### src/rtl/counter_pkg.sv
// Shared constants and helpers for the counter family.
package counter_pkg;

  localparam logic CNT_UP    = 1'b1;
  localparam logic CNT_DN    = 1'b0;
  localparam logic MODE_WRAP = 1'b0;
  localparam logic MODE_SAT  = 1'b1;

  // Number of bits needed to encode 'value' distinct states (at least 1).
  function automatic int clog2(input int value);
    int bits;
    bits = 0;
    while ((64'(1) << bits) < 64'(value)) begin
      bits = bits + 1;
    end
    if (bits == 0) begin
      bits = 1;
    end
    return bits;
  endfunction

endpackage

### src/rtl/param_updown_counter.sv
// Parametrised loadable up/down counter with configurable modulus,
// wrap/saturate mode, terminal-count flag and single-cycle wrap and
// out-of-range-load pulses.
module param_updown_counter
  import counter_pkg::*;
#(
  parameter int WIDTH   = 4,
  parameter int MODULUS = 16
) (
  input  logic             clk,
  input  logic             rst,
  input  logic             ld,
  input  logic [WIDTH-1:0] data,
  input  logic             en,
  input  logic             up_dn,
  input  logic             sat,
  output logic [WIDTH-1:0] count,
  output logic             tc,
  output logic             wrap,
  output logic             load_err
);

  // The top state is MODULUS-1; the load check is done one bit wider so a
  // full-range modulus (2**WIDTH) still compares correctly.
  localparam int                 MOD_BITS  = clog2(MODULUS);
  localparam logic [WIDTH-1:0]   MAX_COUNT = WIDTH'(MODULUS - 1);
  localparam logic [WIDTH:0]     MOD_EXT   = (WIDTH + 1)'(MODULUS);

  if (MODULUS < 2 || MOD_BITS > WIDTH) begin : g_badModulus
    $error("param_updown_counter: MODULUS must satisfy 2 <= MODULUS <= 2**WIDTH");
  end

  logic [WIDTH-1:0] r_count;
  logic             r_wrap;
  logic             r_loadErr;

  logic [WIDTH-1:0] w_nextCount;
  logic             w_nextWrap;
  logic             w_nextLoadErr;
  logic             w_loadTooBig;
  logic             w_atMax;
  logic             w_atZero;

  assign w_loadTooBig = ({1'b0, data} >= MOD_EXT);
  assign w_atMax      = (r_count == MAX_COUNT);
  assign w_atZero     = (r_count == '0);

  // Next-state selection: load beats count beats hold; flags default low.
  always_comb begin
    w_nextCount   = r_count;
    w_nextWrap    = 1'b0;
    w_nextLoadErr = 1'b0;
    if (ld) begin
      if (w_loadTooBig) begin
        w_nextCount   = MAX_COUNT;
        w_nextLoadErr = 1'b1;
      end else begin
        w_nextCount = data;
      end
    end else if (en) begin
      if (up_dn == CNT_UP) begin
        if (!w_atMax) begin
          w_nextCount = r_count + WIDTH'(1);
        end else if (sat == MODE_WRAP) begin
          w_nextCount = '0;
          w_nextWrap  = 1'b1;
        end
      end else begin
        if (!w_atZero) begin
          w_nextCount = r_count - WIDTH'(1);
        end else if (sat == MODE_WRAP) begin
          w_nextCount = MAX_COUNT;
          w_nextWrap  = 1'b1;
        end
      end
    end
  end

  // Single register stage with synchronous active-low reset.
  always_ff @(posedge clk) begin
    if (!rst) begin
      r_count   <= '0;
      r_wrap    <= 1'b0;
      r_loadErr <= 1'b0;
    end else begin
      r_count   <= w_nextCount;
      r_wrap    <= w_nextWrap;
      r_loadErr <= w_nextLoadErr;
    end
  end

  assign count    = r_count;
  assign wrap     = r_wrap;
  assign load_err = r_loadErr;
  assign tc       = ((up_dn == CNT_UP) && w_atMax) || ((up_dn == CNT_DN) && w_atZero);

  // Saturate mode holds at the end stop; nothing else in the datapath needs it.
  logic w_satUnused;
  assign w_satUnused = (sat == MODE_SAT);

endmodule

### config.mk
export PLATFORM = sky130hd
export DESIGN_NAME = param_updown_counter
export DESIGN_NICKNAME = d
export VERILOG_FILES = /design/src/rtl/counter_pkg.sv /design/src/rtl/param_updown_counter.sv
export SDC_FILE = /design/constraint.sdc
export NUM_CORES = 1
export LEC_CHECK = 0
export ABC_CLOCK_PERIOD_IN_PS = 2000
export CAP_MARGIN = 20
export CELL_PAD_IN_SITES_DETAIL_PLACEMENT = 1
export CELL_PAD_IN_SITES_GLOBAL_PLACEMENT = 2
export CORE_MARGIN = 2
export CORE_UTILIZATION = 30
export CTS_CLUSTER_DIAMETER = 80
export DETAILED_ROUTE_END_ITERATION = 10
export DONT_BUFFER_PORTS = 1
export PLACE_DENSITY = 0.78
export SETUP_SLACK_MARGIN = 0.05
export SLEW_MARGIN = 10
export SYNTH_ARGS = -nofsm -noshare
export SYNTH_HDL_FRONTEND = slang
export SYNTH_SLANG_ARGS = --single-unit
### constraint.sdc
create_clock -name clk -period 2 [get_ports clk]
set_input_delay 0.2 -clock clk [delete_from_list [all_inputs] [get_ports clk]]
set_output_delay 0.2 -clock clk [all_outputs]
set_load 0.1 [all_outputs]
==> out/metrics.yaml, run 1 <==
synth:
  synthAdderAreaFrac: 0.06173
  synth_xor_area_frac: 0.02160
  synth.avg_cell_area_um2: 7.796
  syn-cell-area_um2: 405.4
  ys_types: 26
  synth_nets: 64
  yosysWarnings: 0
  netlist_instances: 52
  synth_top_family_by_area: "compound AO/OA/AOI/OAI gates"
  synth_compound_area_frac: 0.3704
  seq_area_frac_synth: 0.2469
  synthSimpleGateAreaFrac: 0.1883
  muxShareOfSynthArea: 0
  ys_seq_elements: 5
worst_setup_path:
  path_max_fanout: 5
  start_kind: "flop"
  worst_path_max_delay_cell: "or4b_4"
  crit_type: "flop to primary output"
  crit_path_cell_trace: "inv_1 > ha_1 > or4b_4 > nand2_2 > buf_12"
  cp.required_ns: 1.80
  worstPathArrival_ns: 1.58
  end_kind: "primary output"
  slowest_delay_ns: 0.49
global_routing:
  grt_max_degree: 11
  track_usage: 0.1665
  grt_pass1_wl_mm: 1.669
  antenna_found_initial: 0
  grt_pass1_vias: 391
  grt_overflow: 0
routing:
  routed_wl_mm: 1.106
  firstDrtPassIters: 3
  vias_per_cell: 5.880
  wl_per_cell_um: 14.75
  drc: 0
  num_vias: 441
  final_antenna_net_count: 0
  detail_route.iter0.violations: 6
cells_and_area:
  final_cells: 75
  layout.nets: 73
  final_common_cell: "o21ai_0"
  nFillCells: 156
  layout-drive-gt1-share: 0.2500
  final_cell_mix: "o21ai_0 (8), inv_1 (6), buf_4 (5)"
  antenna_cells: 0
  area_growth_pct: 23.77
status:
  status: "finished clean"
timing:
  min_period_ns: 1.775
  tns_ns: 0
  setup_viol: 0
  finalHoldViolations: 0
  max_freq_mhz: 563.3
  skew_ns: 0.0002411
  period_share: 0.8877
  maxSlewViolCount: 0
  rsz0062_at_grt: "false"
pwr:
  power.density_mw_per_mm2: 790.3
  pwr-share-clk: 0.307
  ir_drop_mv: 0.2127
  switching_share: 0.4241
  comb_power_share: 0.394
  p_seq_frac: 0.299
  p_int_uw: 228.4
  power.leakage_nw: 0.1995
  netSwitchingPower_uw: 168.2
placed_design:
  hpwl_um: 885.6
  place.gp.congestion: 0.7179
  placed_cells: 71
  port_buffers: 0
die:
  die_w_um: 40.76
  coreArea_mm2: 0.001285
  io_pins: 17
  start_util: 0.3155
  die_area_mm2: 0.001661
  num_rows: 13
  fp.dieH_um: 40.76
min_path:
  hold_class: "input pin to flop"
clock_network:
  cts_tree: "built"
  cts-root-buf: "clkbuf_4"
  cts_inserted_buffers: 3
  htree_levels: 1
  cts-resized-gates: 0
  clock-sinks: 5
  cts-hold-fix-buffers: 0
  insertion_delay_ns: 0.25
  cts_buffer_depth: 2
  post_cts_buffers: 0
  clkTransAtPathRegs_ns: 0.04
job:
  cap_violations: 0
[flip-flops by register name (all words and copies together) (netlist names)]
| signal | cells |
|---|---|
| count | 4 |
| wrap | 1 |
[final timing paths]
| path | slack [ns] | startpoint | endpoint | cells after the start |
|---|---|---|---|---|
| worst max-delay path | 0.22 | count[0] | tc | 5 |
| worst min-delay path | 0.03 | ld | wrap | 1 |
| worst max register to register | 0.26 | count[0] | count[0] | 6 |
| worst min register to register | 0.53 | count[2] | count[2] | 2 |
[cell usage after synthesis (all sizes together)]
master	count	area [um2]
a2111oi	2	17.52
a211oi	2	15.01
a21bo	1	10.01
a21boi	2	15.02
a21oi	2	10.01
a31o	1	8.760
a31oi	3	18.77
and3	1	6.260
buf	2	18.77
conb	1	3.750
dfxtp	5	100.1
ha	2	25.02
inv	6	22.52
nand2	2	7.510
nand2b	1	6.260
nand3	1	5.000
nand4	2	12.51
nor3	2	10.01
o211ai	1	7.510
o21ai	8	40.04
o31ai	1	7.510
or4	2	15.01
or4b	1	13.76
xnor2	1	8.760
[worst max-delay path: cells and delay by family, from the launching register on]
kind          cells  cell delay, ns
fa+ha+maj         1            0.15
buf+inv           2            0.22
flops             1            0.35
simple gates      2            0.60
[final cells by class]
class                      instances  area, um2  area share
clock buffer                       4      26.28     0.05237
inverter                           6      22.52     0.04489
timing repair buffer               6      57.56      0.1147
multi-input combinational         39      266.5      0.5312
sequential                         5      110.1      0.2195
tap                               15      18.77     0.03741
[power groups by stage]
| stage | Sequential (mW) | Combinational, mW | Clock, mW |
|---|---|---|---|
| after global routing | 0.120 | 0.166 | 0.134 |
| after detailed placement | 0.120 | 0.158 | 0 |
| after CTS | 0.119 | 0.158 | 0.126 |
| after floorplan | 0.174 | 0.0744 | 0 |
| final | 0.118 | 0.156 | 0.122 |
| after global placement | 0.120 | 0.156 | 0 |
[through the flow]
stage / power (mW) / util / setup slack (ns) / cell area (um2) / hold slack, ns
2_1_floorplan: 0.2487 / - / 0.1816 / 417.9 / 0.2831
3_3_place_gp: 0.2764 / 0.3700 / 0.2765 / 475.5 / 0.2891
3_5_place_dp: 0.2780 / 0.3700 / 0.2509 / 475.5 / 0.2907
4_1_cts: 0.4028 / 0.3905 / 0.2124 / 501.7 / 0.02500
5_1_grt: 0.4194 / 0.3905 / 0.1260 / 501.7 / 0.01887
6_report: 0.3965 / 0.3905 / 0.2247 / 501.7 / 0.03391
[kinds of logic after synthesis]
logic type | after synthesis
AND/OR/NAND/NOR | 12
AO/OA/AOI/OAI | 23
buffers and inverters | 8
XOR/XNOR | 1
adder cells (fa/ha/maj) | 2
other | 1
flip-flops | 5
[metal layers]
layer / up-vias / global-route usage / wire, um
met2: 12 / 0.2579 / 530
met5: - / 0 / 0
met3: 4 / 0.1033 / 80
met1: 211 / 0.1683 / 461
met4: 0 / 0.1000 / 34
li1: 214 / - / -
No activity file was read; power rests on OpenSTA's default activity.
==> inputs of run 2 (changes only) <==
- CORE_UTILIZATION: 30 -> 21
- DONT_BUFFER_PORTS: 1 -> unset
- PLACE_DENSITY: 0.78 -> 0.81
==> run 2 against run 1 <==
  * Clock skew hardly changed
  * Non-clock buffer count is 10 higher
  * Via count is 7.5% higher
  * Total power is 8.5% higher
  * Clock power is 4% higher
  * Critical path type is now flop to flop
  * Largest power group unchanged
==> out/metrics.yaml, run 2 (synthesis results as in run 1) <==
status:
  status: "finished clean"  # unchanged
worst_setup_path:
  crit_type: "flop to flop"  # was flop to primary output
  start_kind: "flop"  # unchanged
  worstPathArrival_ns: 2.03  # was 1.58 ns
  rr_startpoint: "count[0]"  # unchanged
  path_max_fanout: 10  # was 5
  cp.required_ns: 2.17  # was 1.80 ns
  r2r_cells: 6  # unchanged
  end_kind: "flop"  # was primary output
  ff2ff_setup_slack_ns: 0.14  # was 0.26 ns
  timing.rr.end: "count[3]"  # was count[0]
timing:
  rsz0062_at_grt: "false"  # unchanged
  max_freq_mhz: 536.8  # was 563.3 MHz
  maxSlewViolCount: 0  # unchanged
  tns_ns: 0  # unchanged
  finalHoldViolations: 0  # unchanged
  setup_viol: 0  # unchanged
  period_share: 0.9314  # was 0.8877
  min_period_ns: 1.863  # was 1.775 ns
  skew_ns: 0.0002943  # was 0.0002411 ns
clock_network:
  htree_levels: 1  # unchanged
  cts_tree: "built"  # unchanged
  insertion_delay_ns: 0.25  # about the same
  post_cts_buffers: 0  # unchanged
  cts-root-buf: "clkbuf_4"  # unchanged
  cts_buffer_depth: 2  # unchanged
  clkTransAtPathRegs_ns: 0.05  # was 0.04 ns
  cts-resized-gates: 0  # unchanged
  cts_inserted_buffers: 3  # unchanged
  clock-sinks: 5  # unchanged
  cts-hold-fix-buffers: 0  # unchanged
pwr:
  switching_share: 0.4312  # was 0.4241
  power.density_mw_per_mm2: 703.0  # was 790.3 mW/mm2
  pwr-share-clk: 0.296  # was 0.307
  comb_power_share: 0.415  # was 0.394
  power.total_uw: 430.1  # was 396.5 uW
  p_int_uw: 244.6  # was 228.4 uW
  ir_drop_mv: 0.1940  # was 0.2127 mV
  p_seq_frac: 0.289  # was 0.299
  netSwitchingPower_uw: 185.5  # was 168.2 uW
  power.leakage_nw: 0.2395  # was 0.1995 nW
die:
  coreArea_mm2: 0.001764  # was 0.001285 mm2
  start_util: 0.2298  # was 0.3155
  num_rows: 15  # was 13
  io_pins: 17  # unchanged
  die_w_um: 47.94  # was 40.76 um
  die_area_mm2: 0.002298  # was 0.001661 mm2
  fp.dieH_um: 47.94  # was 40.76 um
placed_design:
  place.gp.congestion: 0.7649  # was 0.7179
  port_buffers: 15  # was 0
  hpwl_mm: 1.069  # was 885.6 um
routing:
  firstDrtPassIters: 4  # was 3
  detail_route.iter0.violations: 2  # was 6
  wl_per_cell_um: 14.02  # was 14.75 um
  final_antenna_net_count: 0  # unchanged
  num_vias: 474  # was 441
  routed_wl_mm: 1.332  # was 1.106 mm
  drc: 0  # unchanged
  vias_per_cell: 4.989  # was 5.880
cells_and_area:
  largest_reg_flops: 4  # unchanged
  nFillCells: 236  # was 156
  area_growth_pct: 50.93  # was 23.77%
  layout-drive-gt1-share: 0.2286  # was 0.2500
  multi_input_area_um2: 266.5  # unchanged
  layout.nets: 83  # was 73
  final_common_cell: "clkdlybuf4s50_1"  # was o21ai_0
  fin_util: 0.3468  # was 0.3905
  ff_latch_area_um2: 110.1  # unchanged
  final_cell_mix: "clkdlybuf4s50_1 (9), o21ai_0 (8), inv_1 (6), buf_4 (6)"  # was o21ai_0 (8), inv_1 (6), buf_4 (5)
  antenna_cells: 0  # unchanged
global_routing:
  grt_max_degree: 11  # unchanged
  grt_overflow: 0  # unchanged
  antenna_found_initial: 0  # unchanged
  grt_pass1_wl_mm: 1.987  # was 1.669 mm
  grt_pass1_vias: 433  # was 391
  track_usage: 0.1322  # was 0.1665
job:
  cap_violations: 0  # unchanged
min_path:
  hold_start: "count[2]"  # was ld
  hold_end: "count[2]"  # was wrap
  hold_path_depth: 2  # was 1
  hold_class: "flop to flop"  # was input pin to flop
## run 2: cell count changes in the layout (fill, tap and decap cells not counted)
cell,delta
buf_4,+1
clkdlybuf4s50_1,+9
## run 2: worst max-delay path: stages (launching register included)
cell and delay, ns:
dfxtp_4 0.37, inv_1 0.06, ha_1 0.16, or4b_4 0.50
a21bo_1 0.26, a31o_1 0.24, a31oi_1 0.19
## run 2: per-stage QoR
stage	std cells	worst slack (ns)	hold slack, ns	instance area, um2
after floorplan	52	0.1816	0.2831	417.9
after global placement	91	0.1365	0.5425	585.6
after detailed placement	91	0.09545	0.5586	585.6
after CTS	95	0.1477	0.5670	611.8
after global routing	95	0.05918	0.6029	611.8
final	95	0.1373	0.5634	611.8
## run 2: worst max-delay path by stage
stage / slack (ns) / startpoint / to / cells past startpoint
2_1_floorplan: 0.18 / count[0] / count[2] / 6
4_1_cts: 0.15 / count[0] / count[3] / 6
6_report: 0.14 / count[0] / count[3] / 6
3_5_place_dp: 0.1 / up_dn / count[3] / 5
5_1_grt: 0.06 / count[0] / count[0] / 6
3_3_place_gp: 0.14 / up_dn / wrap / 3
## run 2: power by group through the flow
stage	logic [mW]	clock network [mW]	registers, mW
after floorplan	0.0744	0	0.174
after global placement	0.177	0	0.126
after detailed placement	0.179	0	0.126
after CTS	0.180	0.129	0.124
after global routing	0.189	0.137	0.127
final	0.179	0.127	0.124
## run 2: final cells by class
| cell class | instances | area share |
|---|---|---|
| Multi-Input combinational cell | 39 | 0.4356 |
| Timing Repair Buffer | 16 | 0.2536 |
| Sequential cell | 5 | 0.1800 |
| Tap cell | 25 | 0.05112 |
| Clock buffer | 4 | 0.04294 |
| Inverter | 6 | 0.03681 |
## run 2: layer usage
layer  global-route usage  vias to the layer above  part of all wire
met5                    0                        -                 0
met4              0.08108                        0             0.036
met3              0.02642                        4             0.054
met2               0.2213                       15              0.48
met1               0.1530                      221              0.43
li1                     -                      234                 -
==> RTL change 1 (settings of run 2) <==
The output `wrap` loses its register stage (`r_wrap` becomes a continuous assignment).
--- a/src/rtl/param_updown_counter.sv
+++ b/src/rtl/param_updown_counter.sv
@@ -80,14 +80,14 @@
   always_ff @(posedge clk) begin
     if (!rst) begin
       r_count   <= '0;
-      r_wrap    <= 1'b0;
       r_loadErr <= 1'b0;
     end else begin
       r_count   <= w_nextCount;
-      r_wrap    <= w_nextWrap;
       r_loadErr <= w_nextLoadErr;
     end
   end
+
+  assign r_wrap = w_nextWrap;
 
   assign count    = r_count;
   assign wrap     = r_wrap;
Function: changed (Yosys sat finds a counterexample within 4 cycles, from zero or initial values and one cycle with rst low).
==> RTL change 1 against run 2 <==
  * Clock power is 12% lower
  * Worst setup slack worse by 0.039 ns
  * Total power is 1.4% lower
  * Wire length is 6.7% lower
  * First-iteration DRC count is 50% lower
  * Non-clock buffer count is 6 higher
  * Sequential cell count is 1 lower
  * Final area is 14% higher
  * Synthesized area is 1.9% lower
  * Final cell count is 5.3% higher
  * Sequential power is 19% lower
  * Largest power group unchanged
  * Via count stayed put
  * Highest routed layer is now met3
  * Count of clock-buffer cells in the layout stayed put
==> RTL change 1: results (changes against run 2) <==
placed cells=90 (was 91); Peak supply drop=218 uV (was 194 uV); Area contributors post-synth=dfxtp_1 20%, nand3_1 7.5%, o21ai_0 7.5%, ha_1 6.3%, inv_1 4.7% (was dfxtp_1 25%, o21ai_0 9.9%, ha_1 6.2%, inv_1 5.6%, a31oi_1 4.6%); vias per cell=4.74 (was 4.99); Clock power frac=0.264 (was 0.296); DP Worst Slack=0.0732 ns (was 0.0954 ns); clk_skew=0.00885 ns (was 0.000294 ns); Clk power=0.000112 W (was 0.000127 W); Comb. pwr=0.000211 W (was 0.000179 W); drt first pass iters=3 (was 4); CTS H-tree depth=1 (unchanged); final non-filler cell total=100 (was 95); Data arrival, critical path=1.70 ns (was 2.03 ns); cell family with most CP delay=simple AND/OR/NAND/NOR gates (was compound AO/OA/AOI/OAI gates); status=finished clean (unchanged); nets=88 (was 83); largest net degree at the start of global routing=10 (was 11); synth cell count leaders=6 x nand3_1, 6 x o21ai_0, 5 x inv_1, 4 x dfxtp_1, 3 x nand2_1 (was 8 x o21ai_0, 6 x inv_1, 5 x dfxtp_1, 3 x a31oi_1); vias in the first global route=484 (was 433); register area share after synthesis=0.201 (was 0.247); Netlist cell types=29 (was 26); first-pass GRT wire length=1.97 mm (was 1.99 mm); TritonCTS buffer count=3 (unchanged); DP Area=608 sq um (was 586 sq um); WHS=0.515 ns (was 0.563 ns); Leakage=0.269 nW (was 0.240 nW); Detailed Place HPWL=878 um (was 1.07 mm); all-layer global routing usage=0.126 (was 0.132); Clock Latency Late Sink=0.24 ns; WL/cell=12.4 um (was 14.0 um); ratio of cells with drive above 1 in the final layout=0.387 (was 0.229); critical-path maximum fanout=3 (was 10); Iteration-0 DRC Markers=1 (was 2)
[RTL change 1: cell type report]
cell class,instances,area [sq um]
fill,215,1050
clock buffer,4,26.3
sequential,4,92.6
tap,25,31.3
timing repair buffer,22,213
multi-input combinational,40,313
inverter,5,23.8
[RTL change 1: worst register-to-register path, cell delays in order (launching register included)]
cell and delay, ns:
dfxtp_4 0.35, inv_4 0.07, ha_4 0.12, or4b_4 0.50, buf_4 0.16, a21bo_4 0.22
nand3_1 0.09, xor2_1 0.16, a21oi_1 0.08
[RTL change 1: logic make-up after synthesis]
family | count (synthesis) | synth area share
compound gates | 15 | 0.264
other cells | 1 | 0.00942
buf+inv | 8 | 0.104
xor+xnor | 2 | 0.0440
simple gates | 20 | 0.314
flops | 4 | 0.201
fa+ha+maj | 2 | 0.0629
[RTL change 1: final timing paths]
| kind | end | slack, ns | start | depth (start not counted) |
|---|---|---|---|---|
| setup / recovery | wrap | 0.1 | count[1] | 6 |
| hold / removal | count[0] | 0.51 | count[0] | 2 |
| setup reg to reg | count[2] | 0.13 | count[1] | 8 |
| hold reg to reg | count[0] | 0.51 | count[0] | 2 |
[RTL change 1: timing repair]
| item | 4_1_cts | 5_1_grt |
|---|---|---|
| setup buffers | 5 | 1 |
| setup endpoints to repair | 1 | 4 |
| pin swaps | 1 | 4 |
| resized for setup | 3 | 2 |
[RTL change 1: per-layer routing]
| layer | wire length (um) | GRT usage | vias to the layer above |
|---|---|---|---|
| li1 | - | - | 239 |
| met1 | 526 | 0.133 | 221 |
| met2 | 645 | 0.216 | 14 |
| met3 | 71 | 0.0453 | 0 |
| met4 | 0 | 0.0722 | 0 |
| met5 | 0 | 0 | - |
==> RTL change 2 (settings of run 2) <==
Without the edit above. Set the parameter `MODULUS` to 12 (it was 16).
--- a/src/rtl/param_updown_counter.sv
+++ b/src/rtl/param_updown_counter.sv
@@ -5,7 +5,7 @@
   import counter_pkg::*;
 #(
   parameter int WIDTH   = 4,
-  parameter int MODULUS = 16
+  parameter int MODULUS = 12
 ) (
   input  logic             clk,
   input  logic             rst,
Behaviour: not the same (a bounded check fails within 4 cycles, from zero or initial values and one cycle with rst low).
==> RTL change 2 against run 2 <==
  * Sequential cell count rose by 1
  * Wire length increased by 4.5%
  * Worst setup slack gained 0.073 ns
  * Synthesized cell count grew 15%
  * Synthesized area is 26% higher
  * Total power up 12%
  * Final area increased by 18%
  * Critical path type is now register to primary output
==> RTL change 2: results (changes against run 2) <==
critical-path maximum fanout=7 (was 10); Data arrival, critical path=1.59 ns (was 2.03 ns); Leakage=0.308 nW (was 0.240 nW); Area contributors post-synth=dfxtp_1 24%, a211oi_1 5.9%, a221oi_2 5.9%, ha_1 4.9%, nor4b_4 4.7% (was dfxtp_1 25%, o21ai_0 9.9%, ha_1 6.2%, inv_1 5.6%, a31oi_1 4.6%); vias in the first global route=523 (was 433); Detailed Place HPWL=1.13 mm (was 1.07 mm); peak per-stage delay on the critical path=0.36 ns (was 0.50 ns); first-pass GRT wire length=2.36 mm (was 1.99 mm); Worst R2R Setup Slack=0.31 ns (was 0.14 ns); Detailed Route WL=1.39 mm (was 1.33 mm); adder-cell share of the synthesized area=0.0490 (was 0.0617); Peak supply drop=247 uV (was 194 uV); largest net degree at the start of global routing=12 (was 11); cell family with most CP delay=simple AND/OR/NAND/NOR gates (was compound AO/OA/AOI/OAI gates); number of I/O port buffers=16 (was 15); vias per cell=4.85 (was 4.99); ratio of cells with drive above 1 in the final layout=0.282 (was 0.229); syn nets=72 (was 64); XOR/XNOR share of the synthesized area=0.0172 (was 0.0216); register area share after synthesis=0.235 (was 0.247); status=finished clean (unchanged); Iteration-0 DRC Markers=7 (was 2); Crit-path slowest cell=dfxtp_4 (was or4b_4); all-layer global routing usage=0.114 (was 0.132); nets=92 (was 83); synth cell count leaders=6 x dfxtp_1, 6 x inv_1, 6 x nor2_1, 4 x a211oi_1, 4 x a21oi_1 (was 8 x o21ai_0, 6 x inv_1, 5 x dfxtp_1, 3 x a31oi_1)
[RTL change 2: logic make-up after synthesis]
| group | count (synthesis) |
|---|---|
| simple gates | 21 |
| buf+inv | 8 |
| compound gates | 22 |
| xor+xnor | 1 |
| fa+ha+maj | 2 |
| flops | 6 |
[RTL change 2: metrics by stage]
| step | cells | hold slack (ns) | power (W) | instance area [sq um] | worst slack, ns |
|---|---|---|---|---|---|
| after floorplan | 60 | 0.314 | 0.000313 | 523 | 0.211 |
| after global placement | 103 | 0.580 | 0.000378 | 702 | 0.137 |
| after detailed placement | 103 | 0.575 | 0.000377 | 702 | 0.122 |
| after CTS | 106 | 0.580 | 0.000488 | 724 | 0.199 |
| after global routing | 106 | 0.606 | 0.000510 | 724 | 0.111 |
| final | 106 | 0.579 | 0.000482 | 724 | 0.211 |
[RTL change 2: path summary, 6_finish.rpt]
| kind | startpoint | depth (start not counted) | end |
|---|---|---|---|
| max | count[0] | 5 | tc |
| min | count[1] | 2 | count[1] |
| max reg2reg | count[0] | 6 | count[0] |
| min reg2reg | count[1] | 2 | count[1] |
[RTL change 2: where the power goes]
part / internal (W) / switching (W) / leakage, nW
Combinational: 0.0000807 / 0.000144 / 0.243
Sequential: 0.000131 / 0.0000192 / 0.0512
Clock: 0.0000676 / 0.0000400 / 0.0138
Total: 0.000279 / 0.000203 / 0.308
[RTL change 2: layer usage]
| layer | GRT usage | up-vias | part of all wire |
|---|---|---|---|
| met1 | 0.139 | 238 | 0.47 |
| met2 | 0.189 | 10 | 0.46 |
| met3 | 0.0254 | 2 | 0.052 |
| li1 | - | 264 | - |
| met5 | 0 | - | 0 |
| met4 | 0.0513 | 0 | 0.010 |
[RTL change 2: area by class of cell]
type                            instances  area (sq um)
Timing Repair Buffer                   17           163
Sequential cell                         6           130
Clock buffer                            3          22.5
Inverter                                6          22.5
Fill cell                             286          1530
Tap cell                               28          35.0
Multi-Input combinational cell         46           352
[RTL change 2: worst register-to-register path, cell delays in order, from the launching register on]
cell and delay, ns:
dfxtp_4 0.36, inv_1 0.12, ha_1 0.20, nor4b_4 0.28, o21ai_1 0.17, a21oi_2 0.29, a211oi_1 0.13
